File: config.mk
export PLATFORM = sky130hd
export DESIGN_NAME = dmem_responder
export DESIGN_NICKNAME = d
export VERILOG_FILES = /design/src/rtl/dmem_responder.sv
export SDC_FILE = /design/constraint.sdc
export NUM_CORES = 1
export LEC_CHECK = 0
export ABC_AREA = 1
export ABC_CLOCK_PERIOD_IN_PS = 2800
export BUFFER_PORTS_ARGS = -buffer_cell sky130_fd_sc_hd__buf_2
export CORE_MARGIN = 2
export CORE_UTILIZATION = 41
export DETAILED_ROUTE_END_ITERATION = 10
export MAX_ROUTING_LAYER = met4
export PLACE_DENSITY_LB_ADDON = 0.25
export REMOVE_ABC_BUFFERS = 1
export SYNTH_ARGS = -nofsm -noshare
export SYNTH_HDL_FRONTEND = slang
export SYNTH_SLANG_ARGS = --single-unit
File: constraint.sdc
create_clock -name Clock -period 2.8 [get_ports Clock]
set_clock_uncertainty 0.15 [all_clocks]
set_input_delay 0.56 -clock Clock [delete_from_list [all_inputs] [get_ports Clock]]
set_output_delay 0.56 -clock Clock [all_outputs]
set_load 0.01 [all_outputs]
File: src/rtl/dmem_responder.sv
// Multi-cycle data-memory responder: accepts one load/store, holds it for LATENCY
// cycles, commits on entry to RESP and returns a one-cycle ack with registered load data.
module dmem_responder #(
  parameter int ADDR_W  = 5,
  parameter int DATA_W  = 32,
  parameter int LATENCY = 2
) (
  input  logic              Clock,
  input  logic              Resetn,
  input  logic              req,
  input  logic              wmem,
  input  logic [ADDR_W-1:0] addr,
  input  logic [DATA_W-1:0] wdata,
  output logic [DATA_W-1:0] rdata,
  output logic              ack,
  output logic              mem_stall
);

  localparam int DEPTH = 2 ** ADDR_W;
  localparam int CNT_W = 4;
  localparam logic [CNT_W-1:0] CNT_INIT = (LATENCY >= 2) ? CNT_W'(LATENCY - 2) : '0;

  typedef enum logic [1:0] {
    IDLE,
    WAIT,
    RESP
  } state_t;

  state_t            state;
  logic [CNT_W-1:0]  cnt;
  logic              wmem_q;
  logic [ADDR_W-1:0] addr_q;
  logic [DATA_W-1:0] wdata_q;
  logic [DATA_W-1:0] mem [DEPTH];

  // The pipeline hold must drop in the ack cycle itself so the pipeline advances on that edge.
  assign mem_stall = req & ~ack;

  // NOTE: sequential state uses non-blocking assignments only, so every register
  // in this block samples pre-edge values regardless of statement order.
  always_ff @(posedge Clock or negedge Resetn) begin
    if (!Resetn) begin
      state   <= IDLE;
      cnt     <= '0;
      ack     <= 1'b0;
      rdata   <= '0;
      wmem_q  <= 1'b0;
      addr_q  <= '0;
      wdata_q <= '0;
      // NOTE: the memory is a flop array cleared on reset, which discards any
      // uncommitted store; it therefore cannot map onto a plain RAM macro.
      for (int i = 0; i < DEPTH; i++) begin
        mem[i] <= '0;
      end
    end else begin
      ack <= 1'b0;
      case (state)
        IDLE: begin
          if (req) begin
            wmem_q  <= wmem;
            addr_q  <= addr;
            wdata_q <= wdata;
            if (LATENCY == 1) begin
              // The accept edge is also the commit edge, so use the live request fields.
              state <= RESP;
              ack   <= 1'b1;
              if (wmem) begin
                mem[addr] <= wdata;
              end else begin
                rdata <= mem[addr];
              end
            end else begin
              state <= WAIT;
              cnt   <= CNT_INIT;
            end
          end
        end
        WAIT: begin
          if (cnt == '0) begin
            state <= RESP;
            ack   <= 1'b1;
            if (wmem_q) begin
              mem[addr_q] <= wdata_q;
            end else begin
              rdata <= mem[addr_q];
            end
          end else begin
            cnt <= cnt - 1'b1;
          end
        end
        RESP: begin
          state <= IDLE;
        end
        default: begin
          state <= IDLE;
        end
      endcase
    end
  end

endmodule

# After elaboration in Yosys (flattened, before gate mapping)
# Cells that the tools add are included.
# word_totals
regBits	1101
inputBits	41
out_inout_bits	34
word_cells	73
# op_classes
n_addsub	1
order_cmp	2
eq_ne	4
mux	14
bitwise	4
n_reduce_logical	9
# ops
cell	count
bitwise mux 1024 bit	1
binary-select mux 32 bit (select 5 bit)	1
demux 32 bit (select 5 bit)	1
2-to-1 mux 32 bit	3
AND reduction 3 bit	3
2-to-1 mux 4 bit	2
case mux 4 bit (2 select lines)	1
>= comparator 6 bit, second input constant	1
less-than comparator 6 x 1 -> 1 bit, second input constant	1
!= test 2 bit, second input constant	3
inverter 5 -> 6 bit	1
zero test 4 bit	1
2-to-1 mux 2 bit	2
case mux 2 bit (2 select lines)	1
AND reduction 2 bit	2
subtractor 4 x 1 -> 4 bit, second input constant	1
== test 2 x 1 -> 1 bit, second input constant	1
zero test 2 bit	1
2-to-1 mux 1 bit	2
inverter 1 bit	2
nonzero test 2 bit	1
AND 1 bit	1
logical AND 1 bit	1

# Depth between registers and ports, before layout
# Gate-level depths: netlist (run 1).
# logic_depth
ltp_word	6
depth_mapped	13
depth_no_buf	11

# Least setup slack after synthesis (run 1)
# No wires, ideal clock.
# synth_timing
path_type	register to register
startpoint	register cnt[0]
endpoint	register mem[535] in the netlist's numbering
setup_ns	0.133
arrival_time_ns	1.771
required_time_ns	2.517
slack_ns	0.746
path_stages_with_launch	11
path_buffers	1
period_less_slack_ns	2.054
path_cell_list	dfrtp_1 -> inv_1 -> ha_1 -> nand3_4 -> nor3_4 -> nand2_4 -> nor2_8 -> nand2_4 -> buf_2 -> nand2_1 -> o21ai_0
# synth_via
elab_chain_cells	2
# synth_rtl
item	line	text
from (decl)	30	logic [CNT_W-1:0] cnt;
from (signal assigned)	88	cnt <= cnt - 1'b1;
zero test 4 bit	79	if (cnt == '0) begin
AND reduction 3 bit (no line)	--	
to (signal, indexed assignment)	68	mem[addr] <= wdata;
to (signal, indexed assignment)	83	mem[addr_q] <= wdata_q;
to (decl)	34	logic [DATA_W-1:0] mem [DEPTH];
# No other way between the ends.
# A chain may end at the register's enable or synchronous reset.

# Worst setup path in the final report (run 1)
# layout_timing
startpoint	register cnt[0]
endpoint	register mem[335] in the netlist's numbering
# Same word-level chain as after synthesis.

==> flow_summary.yaml, run 1 <==
status:
  status: "finished, final reports clean"
sta:
  max_freq_mhz: 382
  rsz0062_at_grt: "false"
  fin_setup_tns_ps: 0
  fin_crit_sh_pct: 93.4
  whs_ps: 32.2
  finalSetupViolations: 0
  hold_viol: 0
  slew_violations: 0
  tightest_slew_ps: 986
  fin_crit_ps: 2610
  slew_headroom_pct: 34.2
synthesis:
  synthDistinctLibCells: 24
  synthTopCellsByArea: "dfrtp_1 (54%), nand2_1 (26%), o21ai_0 (9.2%)"
  synth_top_area_share_pct: 54.4
  ys_seq_area_share_pct: 54.4
  synth_largest_area_cell: "dfrtp_1"
  synth-seq-cells: 1101
  syn_area_per_cell_um2: 7.68
  synth_area_mm2: 0.0507
  syn_inst: 6593
  ys.warnings.count: 0
critical_path:
  r2r_start: "cnt[0]"
  setup.worst_path.start: "cnt[0]"
  cp-endpoint: "mem[335]"
  required_ps: 3200
  cp_max_fo: 40
  ff2ff_path_depth: 10
  r2r_setup_slack_ps: 190
  end_kind: "flop"
  reg2reg_to: "mem[335]"
  arrival_ps: 3010
  start_kind: "flop"
  critical_path_class: "reg -> reg"
hold_path:
  hp-class: "in -> reg"
floorplan:
  ios: 75
  dieArea_mm2: 0.126
  row_count: 128
  core_area_mm2: 0.122
  fp.dieH_um: 356
  initial_core_util_pct: 41.5
  die_x_um: 356
clocking:
  cts_tree: "yes"
  cts.clk_slew.worst_paths_ps: 60
  clock_path_buffers: 3
  cts_resized: 0
  cts-buffers-inserted: 118
  root_buffer: "clkbuf_16"
  htreeDepth: 3
  clk-insertion-delay-late_ps: 710
  cts_sinks: 1101
place:
  placed_area_mm2: 0.0534
  port_buffers: 74
  dp_hpwl_um: 90400
  gp_congestion: 0.810
  dp.cells: 7995
detailed_routing:
  drc_errors: 0
  drt_wl_total_um: 157000
  viasPerCell: 5.17
  dr.pass1.iters: 6
  wl_per_cell_um: 19.1
  drt_iter0_drc: 3984
  ant_nets: 0
  num_vias: 42600
power:
  pwr-share-clk_pct: 29.0
  p_leak_nw: 29.5
  p_per_area_mw_per_mm2: 959
  p_seq_share_pct: 39.1
  internal_power_mw: 34.0
  power_switching_mw: 21.5
  power.total_mw: 55.5
  p_comb_share_pct: 31.8
  ir_drop_uv: 695
  swShare_pct: 38.8
layout:
  final_nets: 6568
  drive_above_1_share_pct: 8.51
  synthToLayoutAreaGrowth_pct: 14.2
  diodes: 0
  fin_area_mm2: 0.0578
  fillCellCount: 12100
  final_cells: 8251
global_routing:
  grt_pass1_vias: 40400
  track_usage_pct: 25.8
  antenna_found_initial: 2
  grt_overflow: 0
  grt_pass1_wl_um: 246000
  grt_max_degree: 100
run:
  drv_cap: 0
[through the flow]
stage | worst slack, ps | util, %
3_5_place_dp | 232 | 43.7
5_1_grt | 64.6 | 47.3
3_3_place_gp | 247 | 43.7
6_report | 186 | 47.3
4_1_cts | 216 | 47.3
2_1_floorplan | -16940 | -
[worst max-delay path, cell delays in order, from the launching register on]
cell     delay [ps]
dfrtp_1         380
inv_1           100
ha_1            210
nand3_4         110
nor3_4          370
nand2_4         240
nor2_8          320
nand2_4          90
buf_4           280
nand2_1         100
o21ai_0          90
[Yosys cell counts]
master,number
a21oi_1,4
buf_1,20
buf_2,227
buf_4,9
clkbuf_1,218
clkbuf_2,27
dfrtp_1,1101
ha_1,2
inv_1,98
inv_2,6
inv_4,1
nand2_1,3460
nand2_4,33
nand3_1,184
nand3_4,1
nand3b_1,1
nand4_1,6
nor2_1,72
nor2_8,4
nor3_1,4
nor3_4,9
o21ai_0,930
o21ai_1,147
or2_2,29
[cells by family after synthesis]
family / synth area share [%]
AND/OR/NAND/NOR: 29.7
flip-flops: 54.4
AO/OA/AOI/OAI: 10.7
buffers and inverters: 5.19
adder cells (fa/ha/maj): 0.0494
[state kept, by name, indices dropped and copies added (netlist names)]
register,flops
ack,1
addr_q,5
wmem_q,1
cnt,4
state,2
mem,1024
wdata_q,32
rdata,32
[final cells by class]
| class | instances | area, um^2 | share of cell area (%) |
|---|---|---|---|
| Timing Repair Buffer | 313 | 3300 | 5.71 |
| Tap cell | 1625 | 2030 | 3.52 |
| Multi-Input combinational cell | 4886 | 20500 | 35.4 |
| Clock buffer | 177 | 3580 | 6.19 |
| Sequential cell | 1101 | 27600 | 47.7 |
| Clock inverter | 44 | 449 | 0.777 |
| Inverter | 105 | 412 | 0.712 |
[power by group through the flow]
stage	sequential, mW	combinational, mW	clock (mW)
after CTS	21.7	17.7	16.4
after global placement	21.9	17.4	0
after detailed placement	21.9	17.6	0
after global routing	22.2	19.5	17.0
final	21.7	17.7	16.1
after floorplan	21.7	7.51	0
[how the worst min path moves through the flow]
stage               startpoint          end  slack [ps]  cells after the start
detailed placement    mem[279]     mem[279]         320                      2
global placement      mem[143]     mem[143]         320                      2
finish                 addr[1]    addr_q[1]          30                      3
floorplan               Resetn          ack         110                      0
global route         wdata[11]  wdata_q[11]          30                      3
CTS                  wdata[11]  wdata_q[11]           2                      3
[per-layer routing]
| metal | up-vias | global-route usage (%) | part of all wire (%) |
|---|---|---|---|
| met5 | - | - | 0 |
| met4 | 0 | 6.89 | 2.4 |
| met3 | 213 | 3.08 | 5.9 |
| met2 | 1216 | 40.0 | 46 |
| met1 | 20600 | 35.9 | 46 |
| li1 | 20600 | - | - |
[cell usage in the layout (no fill, tap or decap), types with 4 or more instances in the layout]
cell type	Yosys	final
inv_2	6	4
a21oi_1	4	4
nor2_1	72	71
clkbuf_8	0	32
nand2_1	3460	3459
nor3_4	9	9
dfrtp_1	1101	1099
clkinv_2	0	27
nand2_4	33	33
nand3_1	184	184
buf_2	227	73
clkbuf_16	0	122
buf_4	9	121
o21ai_0	930	930
clkinvlp_4	0	4
inv_1	98	97
or2_2	29	29
bufinv_16	0	7
clkbuf_1	218	23
o21ai_1	147	147
nor2_8	4	4
dlygate4sd3_1	0	35
nand4_1	6	6
buf_12	0	83
[what timing repair did]
item,in CTS,in global routing
hold endpoints to repair,49,0
buffers inserted,0,0
hold buffers,35,0
Note: power is estimated with default switching activity, not from simulation.
==> run 2, diff against run 1 <==
--- a/config.mk
+++ b/config.mk
@@ -12,8 +12,9 @@
 export CORE_UTILIZATION = 41
 export DETAILED_ROUTE_END_ITERATION = 10
 export MAX_ROUTING_LAYER = met4
-export PLACE_DENSITY_LB_ADDON = 0.25
+export PLACE_DENSITY_LB_ADDON = 0.2
 export REMOVE_ABC_BUFFERS = 1
+export SKIP_CTS_REPAIR_TIMING = 1
 export SYNTH_ARGS = -nofsm -noshare
 export SYNTH_HDL_FRONTEND = slang
 export SYNTH_SLANG_ARGS = --single-unit
==> constraint.sdc (replaced) <==
create_clock -name Clock -period 2.8 [get_ports Clock]
set_clock_uncertainty 0.15 [all_clocks]
set_input_delay 0.14 -clock Clock [delete_from_list [all_inputs] [get_ports Clock]]
set_output_delay 0.14 -clock Clock [all_outputs]
set_load 0.01 [all_outputs]
==> run 2 against run 1 <==
Effect of this change:
- the flow now finishes with violations (negative hold slack)
- final cell count increased by 0.29%
- total power increased by 2.2%
- critical endpoint is now mem[344]
- register-to-register slack improved by 70 ps
==> flow_summary.yaml, run 2 (synthesis gave the netlist of run 1 again) <==
status:
  status: "finished, violations left"
  violations: "negative hold slack"
layout:
  multi_input_area_mm2: 0.0205
  final_cells: 8275
  drive_above_1_share_pct: 8.33
  top_register: "mem"
  fin_area_mm2: 0.0580
  regArea_mm2: 0.0276
  synthToLayoutAreaGrowth_pct: 14.5
  reg_top3: "mem: 1024 flops, rdata: 32 flops, wdata_q: 32 flops"
  largest_reg_flops: 1024
  layout_commonest_cell: "nand2_1"
  layout_common_cells: "nand2_1 (3459), dfrtp_1 (1099), o21ai_0 (930), nand3_1 (184), o21ai_1 (147)"
  final_nets: 6596
  fillCellCount: 12100
detailed_routing:
  drt_iter0_drc: 3866
  dr.pass1.iters: 6
  ant_nets: 0
  viasPerCell: 5.17
  wl_per_cell_um: 19.8
  drt_wl_total_um: 164000
  num_vias: 42800
  drc_errors: 0
global_routing:
  grt_pass1_wl_um: 255000
  grt_pass1_vias: 41200
  grt_max_degree: 121
  antenna_found_initial: 0
  track_usage_pct: 27.1
  grt_overflow: 0
floorplan:
  die_x_um: 356
  ios: 75
  core_area_mm2: 0.122
  row_count: 128
  fp.dieH_um: 356
  initial_core_util_pct: 41.5
  dieArea_mm2: 0.126
critical_path:
  critical_path_class: "reg -> reg"
  required_ps: 3250
  end_kind: "flop"
  cp_max_fo: 52
  start_kind: "flop"
  arrival_ps: 2990
sta:
  finalSetupViolations: 0
  slew_violations: 0
  fin_crit_sh_pct: 90.9
  rsz0062_at_grt: "false"
  hold_viol: 6
  max_freq_mhz: 393
  tightest_slew_ps: 1070
  fin_setup_tns_ps: 0
  whs_ps: -21.5
  fin_crit_ps: 2550
  slew_headroom_pct: 28.9
place:
  placed_area_mm2: 0.0532
  dp_hpwl_um: 92800
  gp_congestion: 0.821
  dp.cells: 7991
  port_buffers: 74
power:
  pwr-share-clk_pct: 29.9
  power_switching_mw: 22.0
  ir_drop_uv: 880
  swShare_pct: 38.8
  p_per_area_mw_per_mm2: 977
  p_leak_nw: 29.5
  p_comb_share_pct: 31.7
  internal_power_mw: 34.7
  p_seq_share_pct: 38.4
clocking:
  cts_tree: "yes"
  cts_sinks: 1101
  cts-buffers-inserted: 130
  clock_path_buffers: 3
  root_buffer: "clkbuf_16"
  cts.clk_slew.worst_paths_ps: 60
  clk-insertion-delay-late_ps: 770
  htreeDepth: 4
run:
  drv_cap: 0
hold_path:
  hp-class: "in -> reg"
run 2: cell types whose count changed in the layout (fill, tap and decap cells not counted), moves of 2 or more:
cell and change:
inv_6 +3, dlygate4sd3_1 +19, buf_4 +15, clkinvlp_4 -4
buf_12 -19, clkbuf_1 +14, clkbuf_8 -8, clkinv_2 -12
clkinv_8 +2, clkbuf_16 +14
run 2: power by group through the flow:
stage	Sequential, mW	Clock [mW]	Combinational [mW]
floorplan	21.7	0	7.51
global placement	21.9	0	17.7
detailed placement	22.0	0	17.9
CTS	21.8	17.3	17.9
global route	22.2	18.0	19.8
finish	21.8	16.9	18.0
run 2: path summary, 6_finish.rpt:
path                            startpoint          end  slack (ps)  cells past startpoint
worst max-delay path             addr_q[1]     mem[344]         250                      7
worst min register to register    mem[184]     mem[184]         330                      2
worst max register to register   addr_q[1]     mem[344]         250                      7
min in group asynchronous           Resetn     mem[249]         230                      3
worst min-delay path             wdata[30]  wdata_q[30]         -20                      4
max in group asynchronous           Resetn     mem[421]        1610                      3
run 2: area by class of cell:
class | instances | area share, %
flip-flops and latches | 1101 | 47.5
multi-input cells | 4886 | 35.3
clock buffers | 197 | 6.68
repair buffers | 329 | 5.60
well taps | 1625 | 3.51
inverters | 105 | 0.710
clock inverters | 31 | 0.669
diodes | 1 | 0.00431
run 2: critical path, cell delays in order, from the launching register on:
cell and delay (ps):
dfrtp_4 550, inv_8 370, nand2_1 230, nor2_8 320, nand2_4 290, buf_12 250
nand2_1 60, o21ai_0 90
run 2: metrics by stage:
step	power, mW	worst slack, ps	utilization [%]
after global routing	60.1	135	47.5
after detailed placement	39.8	291	43.5
after CTS	56.9	263	47.0
after floorplan	29.3	-16940	-
final	56.7	254	47.5
after global placement	39.6	340	43.5
run 2: routing by layer:
metal  GRT usage, %  vias to the layer above  share of wire (%)
met5              -                        -                  0
met4           7.80                        0                2.5
met3           3.18                      237                5.5
met2           42.0                     1279                 46
met1           37.5                    20600                 46
li1               -                    20600                  -
